File: src/rtl/mgr_stu_ingress_buffer.sv
// mgr_stu_ingress_buffer: FWFT ingress FIFO with complete-message counting.
// Define MGR_STU_INGRESS_FRAME_CHECK_EN to drop misframed beats and report framing errors.
module mgr_stu_ingress_buffer #(
  parameter int DEPTH  = 16,
  parameter int CNTL_W = 2,
  parameter int TYPE_W = 2,
  parameter int DATA_W = 64,
  parameter int OOB_W  = 32
) (
  input  logic                        clk,
  input  logic                        reset_poweron,
  input  logic                        stu__buf__valid,
  input  logic [CNTL_W-1:0]           stu__buf__cntl,
  input  logic [TYPE_W-1:0]           stu__buf__type,
  input  logic [DATA_W-1:0]           stu__buf__data,
  input  logic [OOB_W-1:0]            stu__buf__oob_data,
  output logic                        buf__stu__ready,
  output logic                        stu__mgr__valid,
  output logic [CNTL_W-1:0]           stu__mgr__cntl,
  output logic [TYPE_W-1:0]           stu__mgr__type,
  output logic [DATA_W-1:0]           stu__mgr__data,
  output logic [OOB_W-1:0]            stu__mgr__oob_data,
  input  logic                        mgr__stu__ready,
  output logic                        buf__mgr__msg_avail,
  output logic [$clog2(DEPTH):0]      buf__mgr__msg_count,
  output logic                        buf__sys__frame_err,
  output logic [7:0]                  buf__sys__frame_err_count
);
  localparam int AW = $clog2(DEPTH);
  logic [CNTL_W-1:0] cntl_mem [DEPTH];
  logic [TYPE_W-1:0] type_mem [DEPTH];
  logic [DATA_W-1:0] data_mem [DEPTH];
  logic [OOB_W-1:0]  oob_mem  [DEPTH];
  logic [AW-1:0] wr_ptr, rd_ptr;
  logic [AW:0]   occ, msg_count;
  logic push, pop, write, viol;
  assign buf__stu__ready     = occ != (AW+1)'(DEPTH);
  assign stu__mgr__valid     = occ != '0;
  assign push                = stu__buf__valid && buf__stu__ready;
  assign pop                 = stu__mgr__valid && mgr__stu__ready;
  assign write               = push && !viol;
  // Storage is not reset, so the head is masked while empty
  assign stu__mgr__cntl      = stu__mgr__valid ? cntl_mem[rd_ptr] : '0;
  assign stu__mgr__type      = stu__mgr__valid ? type_mem[rd_ptr] : '0;
  assign stu__mgr__data      = stu__mgr__valid ? data_mem[rd_ptr] : '0;
  assign stu__mgr__oob_data  = stu__mgr__valid ? oob_mem[rd_ptr]  : '0;
  assign buf__mgr__msg_count = msg_count;
  assign buf__mgr__msg_avail = msg_count != '0;
  always_ff @(posedge clk) begin
    if (write) begin
      cntl_mem[wr_ptr] <= stu__buf__cntl;
      type_mem[wr_ptr] <= stu__buf__type;
      data_mem[wr_ptr] <= stu__buf__data;
      oob_mem[wr_ptr]  <= stu__buf__oob_data;
    end
  end
  // cntl bit 1 marks the last beat of a message (EOM or SOM_EOM)
  always_ff @(posedge clk) begin
    if (reset_poweron) begin
      wr_ptr    <= '0;
      rd_ptr    <= '0;
      occ       <= '0;
      msg_count <= '0;
    end else begin
      wr_ptr    <= wr_ptr + AW'(write);
      rd_ptr    <= rd_ptr + AW'(pop);
      occ       <= occ + (AW+1)'(write) - (AW+1)'(pop);
      msg_count <= msg_count + (AW+1)'(write && stu__buf__cntl[1]) - (AW+1)'(pop && stu__mgr__cntl[1]);
    end
  end
`ifdef MGR_STU_INGRESS_FRAME_CHECK_EN
  typedef enum logic {IDLE, IN_MSG} frame_t;
  frame_t     state;
  logic       err;
  logic [7:0] err_count;
  // cntl bit 0 marks a start: required in IDLE, forbidden inside a message
  assign viol                      = (state == IN_MSG) == stu__buf__cntl[0];
  assign buf__sys__frame_err       = err;
  assign buf__sys__frame_err_count = err_count;
  always_ff @(posedge clk) begin
    if (reset_poweron) begin
      state     <= IDLE;
      err       <= 1'b0;
      err_count <= '0;
    end else if (push && viol) begin
      err       <= 1'b1;
      err_count <= err_count == 8'hFF ? err_count : err_count + 8'd1;
    end else if (push) begin
      state <= stu__buf__cntl == CNTL_W'(1) ? IN_MSG : stu__buf__cntl == CNTL_W'(2) ? IDLE : state;
    end
  end
`else
  assign viol                      = 1'b0;
  assign buf__sys__frame_err       = 1'b0;
  assign buf__sys__frame_err_count = '0;
`endif
endmodule

File: config.mk
export PLATFORM = sky130hd
export DESIGN_NAME = mgr_stu_ingress_buffer
export DESIGN_NICKNAME = d
export VERILOG_FILES = /design/src/rtl/mgr_stu_ingress_buffer.sv
export SDC_FILE = /design/constraint.sdc
export NUM_CORES = 1
export LEC_CHECK = 0
export ABC_AREA = 0
export ABC_CLOCK_PERIOD_IN_PS = 11100
export BUFFER_PORTS_ARGS = -buffer_cell sky130_fd_sc_hd__buf_4
export CORE_UTILIZATION = 55
export CTS_CLUSTER_SIZE = 12
export DETAILED_ROUTE_END_ITERATION = 8
export PLACE_DENSITY = 0.7
export RECOVER_POWER = 50
export SLEW_MARGIN = 20
export SYNTH_ARGS = -nofsm -noshare
export SYNTH_HDL_FRONTEND = slang
export SYNTH_SLANG_ARGS = --single-unit
export TNS_END_PERCENT = 30
File: constraint.sdc
create_clock -name clk -period 11.1 [get_ports clk]
set_clock_uncertainty 0.2 [all_clocks]
set_input_delay 2.22 -clock clk [delete_from_list [all_inputs] [get_ports clk]]
set_output_delay 2.22 -clock clk [all_outputs]
set_load 0.02 [all_outputs]
Word level (Yosys, flattened, before mapping)
Memory sizes are Yosys's and may differ from the RTL's. A register that Yosys moved wholly into a read port is not among the register bits. Cells that the tools add are included.

Register bits: 18. Bits in writable memories: 1600. Input bits: 104. Output and inout bits: 117. Logic and storage cells: 31. Memories: 4.

Memory list: data_mem (depth 16, width 64, read ports 1, clocked after Yosys merged registers in 1, wr ports 1, line 32) `logic [DATA_W-1:0] data_mem [DEPTH];`; oob_mem (depth 16, width 32, read ports 1, clocked after Yosys merged registers in 1, wr ports 1, line 33) `logic [OOB_W-1:0] oob_mem [DEPTH];`; cntl_mem (depth 16, width 2, read ports 1, clocked after Yosys merged registers in 1, wr ports 1, line 30) `logic [CNTL_W-1:0] cntl_mem [DEPTH];`; type_mem (depth 16, width 2, read ports 1, clocked after Yosys merged registers in 1, wr ports 1, line 31) `logic [TYPE_W-1:0] type_mem [DEPTH];`.

$add $sub $neg: 6. Equality and inequality tests: 1. Multiplexer cells: 10. Reduce and logical (&&, ||, !) cells: 6.

Operator list (number): 64-bit 2-to-1 mux (1); 32-bit 2-to-1 mux (1); 4-bit 2-to-1 mux (4); 5-bit by 1-bit adder with 5-bit output (2); 5-bit nonzero test (2); 5-bit by 1-bit subtractor with 5-bit output (2); 4-bit by 1-bit adder with 4-bit output (2); 5-bit != test (second input constant) (1); 1-bit logical AND (4); 2-bit 2-to-1 mux (2); 1-bit 2-to-1 mux (2).

Logic depth before layout (Yosys ltp)
Gate-level depths: netlist of the first run.

Word-level depth: 5. Mapped depth: 16. Mapped depth without buffers: 15.

Worst setup path after synthesis of the first run
OpenSTA, ideal clock, no wires.

Path kind: input -> register. Start point: input port stu__buf__valid. End point: memory cntl_mem[0][0], enable pin. Data arrival time: 9.427 ns. Data required time: 10.219 ns. Slack: 0.792 ns. Stages: 3. Path buffers: 0. Cells stage by stage: nand2_1 or3_1 nor3_1.

Word-level cells in the longest chain between the ends: 3.

Ends and longest elaborated chain: from (decl) (line 12) `input logic stu__buf__valid,`; 1-bit logical AND (line 39) `assign push = stu__buf__valid && buf__stu__ready;`; 1-bit 2-to-1 mux (line 50) `if (write) begin`; 1-bit 2-to-1 mux (implied by the code) (line 51) `cntl_mem[wr_ptr] <= stu__buf__cntl;`; to (decl) (line 30).

Every way passes these cells.

==> results of run 1 <==
logic make-up after synthesis:
logic type,after synthesis,share of synthesized area (%)
other,1,0.006173
xor gates and xnor gates,9,0.1297
adders and majority gates,18,0.3955
AOI/OAI and AO/OA,208,3.151
and+or+nand+nor,63,0.5726
DFF,1618,79.68
buffers and inverters,160,1.199
muxes,402,14.86
worst register-to-register path, delay by kind of cell, from the launching register on:
kind | cells | cell delay (ns)
DFF | 1 | 2.55
buffers and inverters | 3 | 0.81
adders and majority gates | 3 | 0.82
muxes | 2 | 0.82
AOI/OAI and AO/OA | 2 | 0.33
and+or+nand+nor | 4 | 0.71
report_power, final:
group          internal (µW)  switching (µW)
registers               6920             116
clock network           2780            2140
logic                   1580            1820
through the flow:
step / utilization [%] / hold WS (ns) / total power, µW / instances / instance area (µm²)
3_3_place_gp: 58.81 / 0.3573 / 10570 / 4087 / 64200
2_1_floorplan: - / 0.3486 / 9433 / 2487 / 60780
3_5_place_dp: 58.81 / 0.4146 / 10620 / 4087 / 64200
4_1_cts: 63.08 / 0.4213 / 15520 / 4338 / 68860
5_1_grt: 62.70 / 0.4588 / 15880 / 4342 / 68440
6_report: 62.71 / 0.4152 / 15350 / 4345 / 68450
sequential cells by signal, summed over array words and instances (netlist names):
register and cells:
data_mem 1024, oob_mem 512, cntl_mem 32, type_mem 32, buf__mgr__msg_count 5, occ 5
rd_ptr 4, wr_ptr 4
area by class of cell:
cell class              count  area [µm²]
fillers                  7247       40710
repair buffers            270        1727
inverters                  14       52.55
diodes                      7       17.52
flip-flops and latches   1618       48410
multi-input cells         709       11730
well taps                1476        1847
clock buffers             207        4349
clock inverters            44       311.5
per-layer routing:
metal  up-vias  part of all wire, %  wire [µm]
li1      11400                    -          -
met1     15170                   39      53140
met2      1179                   52      71030
met3       194                  8.1      11130
met4        14                  1.7       2402
met5         -                0.075        103
synthesized netlist by cell type, types with 3 or more instances:
library cell and count:
dfxtp_1 18, ha_1 16, inv_1 13, nor2b_1 10
clkbuf_1 68, nor2_1 22, a221o_1 98, buf_2 51
xnor2_1 5, nand3b_1 3, buf_4 9, edfxtp_1 1600
a21oi_1 5, xor2_1 4, a22o_1 98, nor3_1 6
nand2_1 4, buf_6 4, buf_1 14, mux4_2 400
nand3_1 5, and2_1 3
worst max path at each step:
stage                         startpoint                        to  slack, ns
global route        rd_ptr[0]$_SDFF_PP0_    stu__mgr__oob_data[14]       2.26
floorplan                stu__buf__valid  cntl_mem[0][0]$_DFFE_PP_       0.79
detailed placement  rd_ptr[1]$_SDFF_PP0_    stu__mgr__oob_data[13]       4.95
finish              rd_ptr[0]$_SDFF_PP0_     stu__mgr__oob_data[5]       2.87
global placement    rd_ptr[1]$_SDFF_PP0_    stu__mgr__oob_data[13]       4.95
CTS                 rd_ptr[1]$_SDFF_PP0_    stu__mgr__oob_data[13]       4.11
==> results.md, run 1 <==
- Status: finished with violations
- Failing checks: max-capacitance violations, max-slew violations
- Asr flop ratio synth: 0%
- Antenna-violating nets left: 0
- Unrepaired setup endpoints after global routing: no
- Buf+Inv Stages, Crit Path: 2
- Yosys top cell area share: 79.09%
- Critical hold path startpoint: occ[3]$_SDFF_PP0_
- Hold EP: occ[4]$_SDFF_PP0_
- Grt total ovfl: 0
- WL/cell: 31.72 µm
- Number of synthesized flops with an enable pin: 1600
- # setup viols final: 0
- Met2 Usage GRT: 42.42%
- Critical Path Source Type: register
- Setup CP Type: register to primary output
- Vias per inst: 6.436
- Residual DRC: 0
- Worst hold stages: 3
- Worst min-delay path category: register to register
- DIE AREA: 111800 µm²
- Initial DRC count: 2945
- Critical Path AT: 5.81 ns
- Clk slew on worst S/H paths: 0.06 ns
- Final Hold Vio Count: 0
- Die Y: 334.3 µm
- Final worst path period need: 8.234 ns
- Worst path slowest cell: dfxtp_1
- Most frequent cells in the layout: edfxtp_1, mux4_2, clkbuf_16
- Setup TNS: 0 ns
- CP Cell Sequence: buf_4 -> mux4_2 -> a22o_1 -> a221o_1 -> buf_4
- Max frequency: 0.1214 GHz
- Resized Gates After CTS: 0
- TritonCTS Buffers: 162
- Vias in the first global route: 29500
- Clock insertion delay at the later pin of the skew report: 0.77 ns
- Largest area contributor in the netlist: edfxtp_1
- Core area: 109200 µm²
- Worst path depth: 5
- Root Buffer: clkbuf_16
- GR Util met3: 5.543%
- Share of cells above drive strength 1: 27.18%
- Worst R2R Path Depth: 14
- Power Dens Cells: 224.3 nW/µm²
- Critical path data required time: 8.68 ns
- Hpwl dp: 68300 µm
- TritonCTS clock tree: yes
- Maxcap violations: 5
- Slew headroom: -117.9%
- Tcrit/Tclk final: 74.18%
- Seq/Total Area, Yosys: 79.68%
- Sink Count: 1618
- Yosys warns: 0
- Crit path top cell by count: buf_4
- Most common cell after layout, fill and taps aside: edfxtp_1
- GPL Wtd Cong: 0.7406
- Dominant synthesized flop cell: edfxtp_1
- Synth top area cells: edfxtp_1, mux4_2, a221o_1
- Starting density of the core: 55.65%
- Area Overhead vs Synth: 12.68%
- Hold-fix buffers, CTS: 0
- Reg2reg start: rd_ptr[0]$_SDFF_PP0_
- Worst path top cell family by delay: flip-flops
- FP Rows: 121
- Top Usage Layer GRT: met2
- Gr usage total: 25.20%
- VDD IR max: 172.2 µV
- Routed wire length: 137800 µm
- Post-synth cell types: 38
- Reg2Reg Setup Slack: 4.77 ns
- Die X: 334.3 µm
- First-pass DRT Iterations: 8
- H-tree Lvls: 4
- R2r endpoint: buf__mgr__msg_count[4]$_SDFF_PP0_
- Place WS: 4.954 ns
- Max stage delay on crit path: 2.55 ns
- First-pass GRT wire length: 200300 µm
- Synthesized flop and latch total: 1618
- Initial antenna violation count: 13
- Critical Path Sink Type: primary output
- Max Root-Sink Buffers: 3
- Synthesized cell area: 60750 µm²
- Syn Inst Count: 2479
- Port Buffers: 211
- CP max FO: 49
- Largest net degree at the start of global routing: 129
- Leakage: 0.02106 µW
- Setup bufs post-CTS: 0
- # IOs: 221
- Mean Syn Cell Area: 24.51 µm²
- Final net count: 2897
- GR Util met1: 33.66%
- Slew @ Worst Pin: 3.264 ns
- Vias: 27970
- Slew Limit Fails: 69
- Setup ws final: 2.866 ns
Note: power is estimated with default switching activity, not from simulation.
==> run 2, diff against run 1 <==
--- a/config.mk
+++ b/config.mk
@@ -6,12 +6,12 @@
 export NUM_CORES = 1
 export LEC_CHECK = 0
 export ABC_AREA = 0
-export ABC_CLOCK_PERIOD_IN_PS = 11100
+export ABC_CLOCK_PERIOD_IN_PS = 7010
 export BUFFER_PORTS_ARGS = -buffer_cell sky130_fd_sc_hd__buf_4
 export CORE_UTILIZATION = 55
 export CTS_CLUSTER_SIZE = 12
 export DETAILED_ROUTE_END_ITERATION = 8
-export PLACE_DENSITY = 0.7
+export PLACE_DENSITY = 0.73
 export RECOVER_POWER = 50
 export SLEW_MARGIN = 20
 export SYNTH_ARGS = -nofsm -noshare
==> constraint.sdc (replaced) <==
create_clock -name clk -period 7.01 [get_ports clk]
set_clock_uncertainty 0.2 [all_clocks]
set_input_delay 1.402 -clock clk [delete_from_list [all_inputs] [get_ports clk]]
set_output_delay 1.402 -clock clk [all_outputs]
set_load 0.02 [all_outputs]
==> run 2 against run 1 <==
  * The run still ends with max-capacitance violations, max-slew violations left
  * Sequential cell count did not move
  * Non-clock buffer count rose by 8
  * Combinational power rose by 58%
  * Critical path depth rose by 4
  * First-iteration DRC count rose by 6.7%
  * Final area rose by 0.56%
  * Sequential power rose by 58%
  * Count of clock-buffer cells in the layout rose by 7
  * Hold slack improved by 0.0036 ns
  * Critical endpoint is now stu__mgr__data[30]
  * Largest cell class unchanged
==> results.md, run 2 (synthesized netlist as in run 1, its figures left out) <==
- Worst min-delay path category: register to register
- Post-Place Cells: 4095
- Core area: 109200 µm²
- Unrepaired setup endpoints after global routing: no
- GPL Wtd Cong: 0.7330
- Most common cell after layout, fill and taps aside: edfxtp_1
- Vias: 28170
- Failing checks: max-capacitance violations, max-slew violations
- Worst Setup SP: occ[3]$_SDFF_PP0_
- TritonCTS Buffers: 164
- Gr usage total: 24.77%
- Max Root-Sink Buffers: 3
- Critical Path AT: 4.60 ns
- Vias per inst: 6.453
- Status: finished with violations
- Slew Limit Fails: 65
- Worst R2R Path Depth: 14
- H-tree Lvls: 4
- Post-layout util: 63.06%
- Reg2Reg Setup Slack: 2.38 ns
- Largest regs: data_mem (1024), oob_mem (512)
- Max stage delay on crit path: 1.21 ns
- Port Buffers: 211
- DIE AREA: 111800 µm²
- GR Util met3: 4.447%
- Slew headroom: -40.38%
- Die X: 334.3 µm
- Initial DRC count: 3142
- # setup viols final: 0
- Power Dens Cells: 356.9 nW/µm²
- Psw: 6530 µW
- Residual DRC: 0
- Largest net degree at the start of global routing: 109
- Vias in the first global route: 29260
- Reg2reg start: rd_ptr[3]$_SDFF_PP0_
- CP endpoint: stu__mgr__data[30]
- Internal: 18030 µW
- Area Overhead vs Synth: 13.31%
- Critical path data required time: 5.41 ns
- Flop pwr share: 45.3%
- CP max FO: 37
- Worst path slowest cell: nor4b_1
- Hpwl dp: 67070 µm
- First-pass GRT wire length: 198100 µm
- GR Util met1: 33.88%
- Sink Count: 1618
- First-pass DRT Iterations: 5
- Setup bufs post-CTS: 0
- Grt total ovfl: 0
- R2r endpoint: buf__mgr__msg_count[4]$_SDFF_PP0_
- Buf+Inv Stages, Crit Path: 4
- Top Usage Layer GRT: met2
- Clk slew on worst S/H paths: 0.06 ns
- Setup CP Type: register to primary output
- Max frequency: 0.1612 GHz
- Met2 Usage GRT: 41.43%
- Critical Path Sink Type: primary output
- Sw Share: 26.58%
- Most frequent cells in the layout: edfxtp_1, mux4_2, clkbuf_16
- Resized Gates After CTS: 0
- Hold-fix buffers, CTS: 0
- Final worst path period need: 6.202 ns
- Die Y: 334.3 µm
- Fin cells: 4365
- Worst path depth: 9
- Filler cells: 7078
- Initial antenna violation count: 21
- Critical Path Source Type: register
- TritonCTS clock tree: yes
- Root Buffer: clkbuf_16
- Maxcap violations: 4
- Slew @ Worst Pin: 2.106 ns
- Final Hold Vio Count: 0
- VDD IR max: 256.8 µV
- Final net count: 2907
- Antenna-violating nets left: 0
- Place WS: 2.323 ns
- Routed wire length: 135700 µm
- Share of cells above drive strength 1: 27.48%
- WL/cell: 31.08 µm
- Worst path top cell family by delay: simple AND/OR/NAND/NOR gates
- Clock insertion delay at the later pin of the skew report: 0.78 ns
- Combinational fraction of design power: 21.9%
- FP Rows: 121
- Max FFs per register: 1024
- CP Cell Sequence: inv_1 -> ha_1 -> nor4b_1 -> inv_2 -> and3_4 -> buf_4 -> a22o_1 -> a221o_1 -> buf_4
- Setup ws final: 0.8080 ns
- Clock network power share: 32.8%
- Reg with most FFs: data_mem
- Starting density of the core: 55.65%
- Power after layout: 24560 µW
- Crit path top cell by count: buf_4
- Leakage: 0.02120 µW
- Tcrit/Tclk final: 88.47%
- # IOs: 221
## run 2: worst min-delay path by stage
stage | endpoint | startpoint | cells after the start | slack (ns)
after floorplan | occ[4]$_SDFF_PP0_ | occ[3]$_SDFF_PP0_ | 3 | 0.35
after global placement | occ[4]$_SDFF_PP0_ | occ[3]$_SDFF_PP0_ | 3 | 0.36
after detailed placement | occ[4]$_SDFF_PP0_ | occ[3]$_SDFF_PP0_ | 3 | 0.41
after CTS | occ[4]$_SDFF_PP0_ | occ[3]$_SDFF_PP0_ | 3 | 0.41
after global routing | occ[4]$_SDFF_PP0_ | occ[3]$_SDFF_PP0_ | 3 | 0.46
final | occ[4]$_SDFF_PP0_ | occ[3]$_SDFF_PP0_ | 3 | 0.42
## run 2: power groups by stage
stage | logic (µW) | clock network (µW) | registers, µW
3_3_place_gp | 5410 | 0 | 11300
4_1_cts | 5510 | 8180 | 11100
2_1_floorplan | 3650 | 0 | 11300
3_5_place_dp | 5490 | 0 | 11300
6_report | 5370 | 8060 | 11100
5_1_grt | 5680 | 8530 | 11200
## run 2: layout make-up
class	count	area, µm²	area share (%)
inverters	14	52.55	0.07634
clock inverters	49	529.3	0.7689
repair buffers	278	1899	2.759
clock buffers	214	4333	6.295
diodes	7	17.52	0.02545
flip-flops and latches	1618	48420	70.34
well taps	1476	1847	2.683
multi-input cells	709	11740	17.06
## run 2: per-stage QoR
stage	instance area [µm²]	hold slack (ns)	TNS [ns]
floorplan	60790	0.3486	-474.54
global placement	64360	0.3606	0
detailed placement	64390	0.4071	0
CTS	69250	0.4138	0
global route	68830	0.4556	0
finish	68840	0.4189	0
## run 2: metal layers
layer  routed length [µm]  vias to the layer above
met5                  143                        -
met1                52010                    15230
li1                     -                    11420
met2                69660                     1287
met4                 2591                       22
met3                11280                      211
## run 2: tightest hold or removal path, stage by stage (launching register included)
cell	delay, ns
dfxtp_1	0.34
xor2_1	0.08
o21ai_0	0.08
a21oi_1	0.07
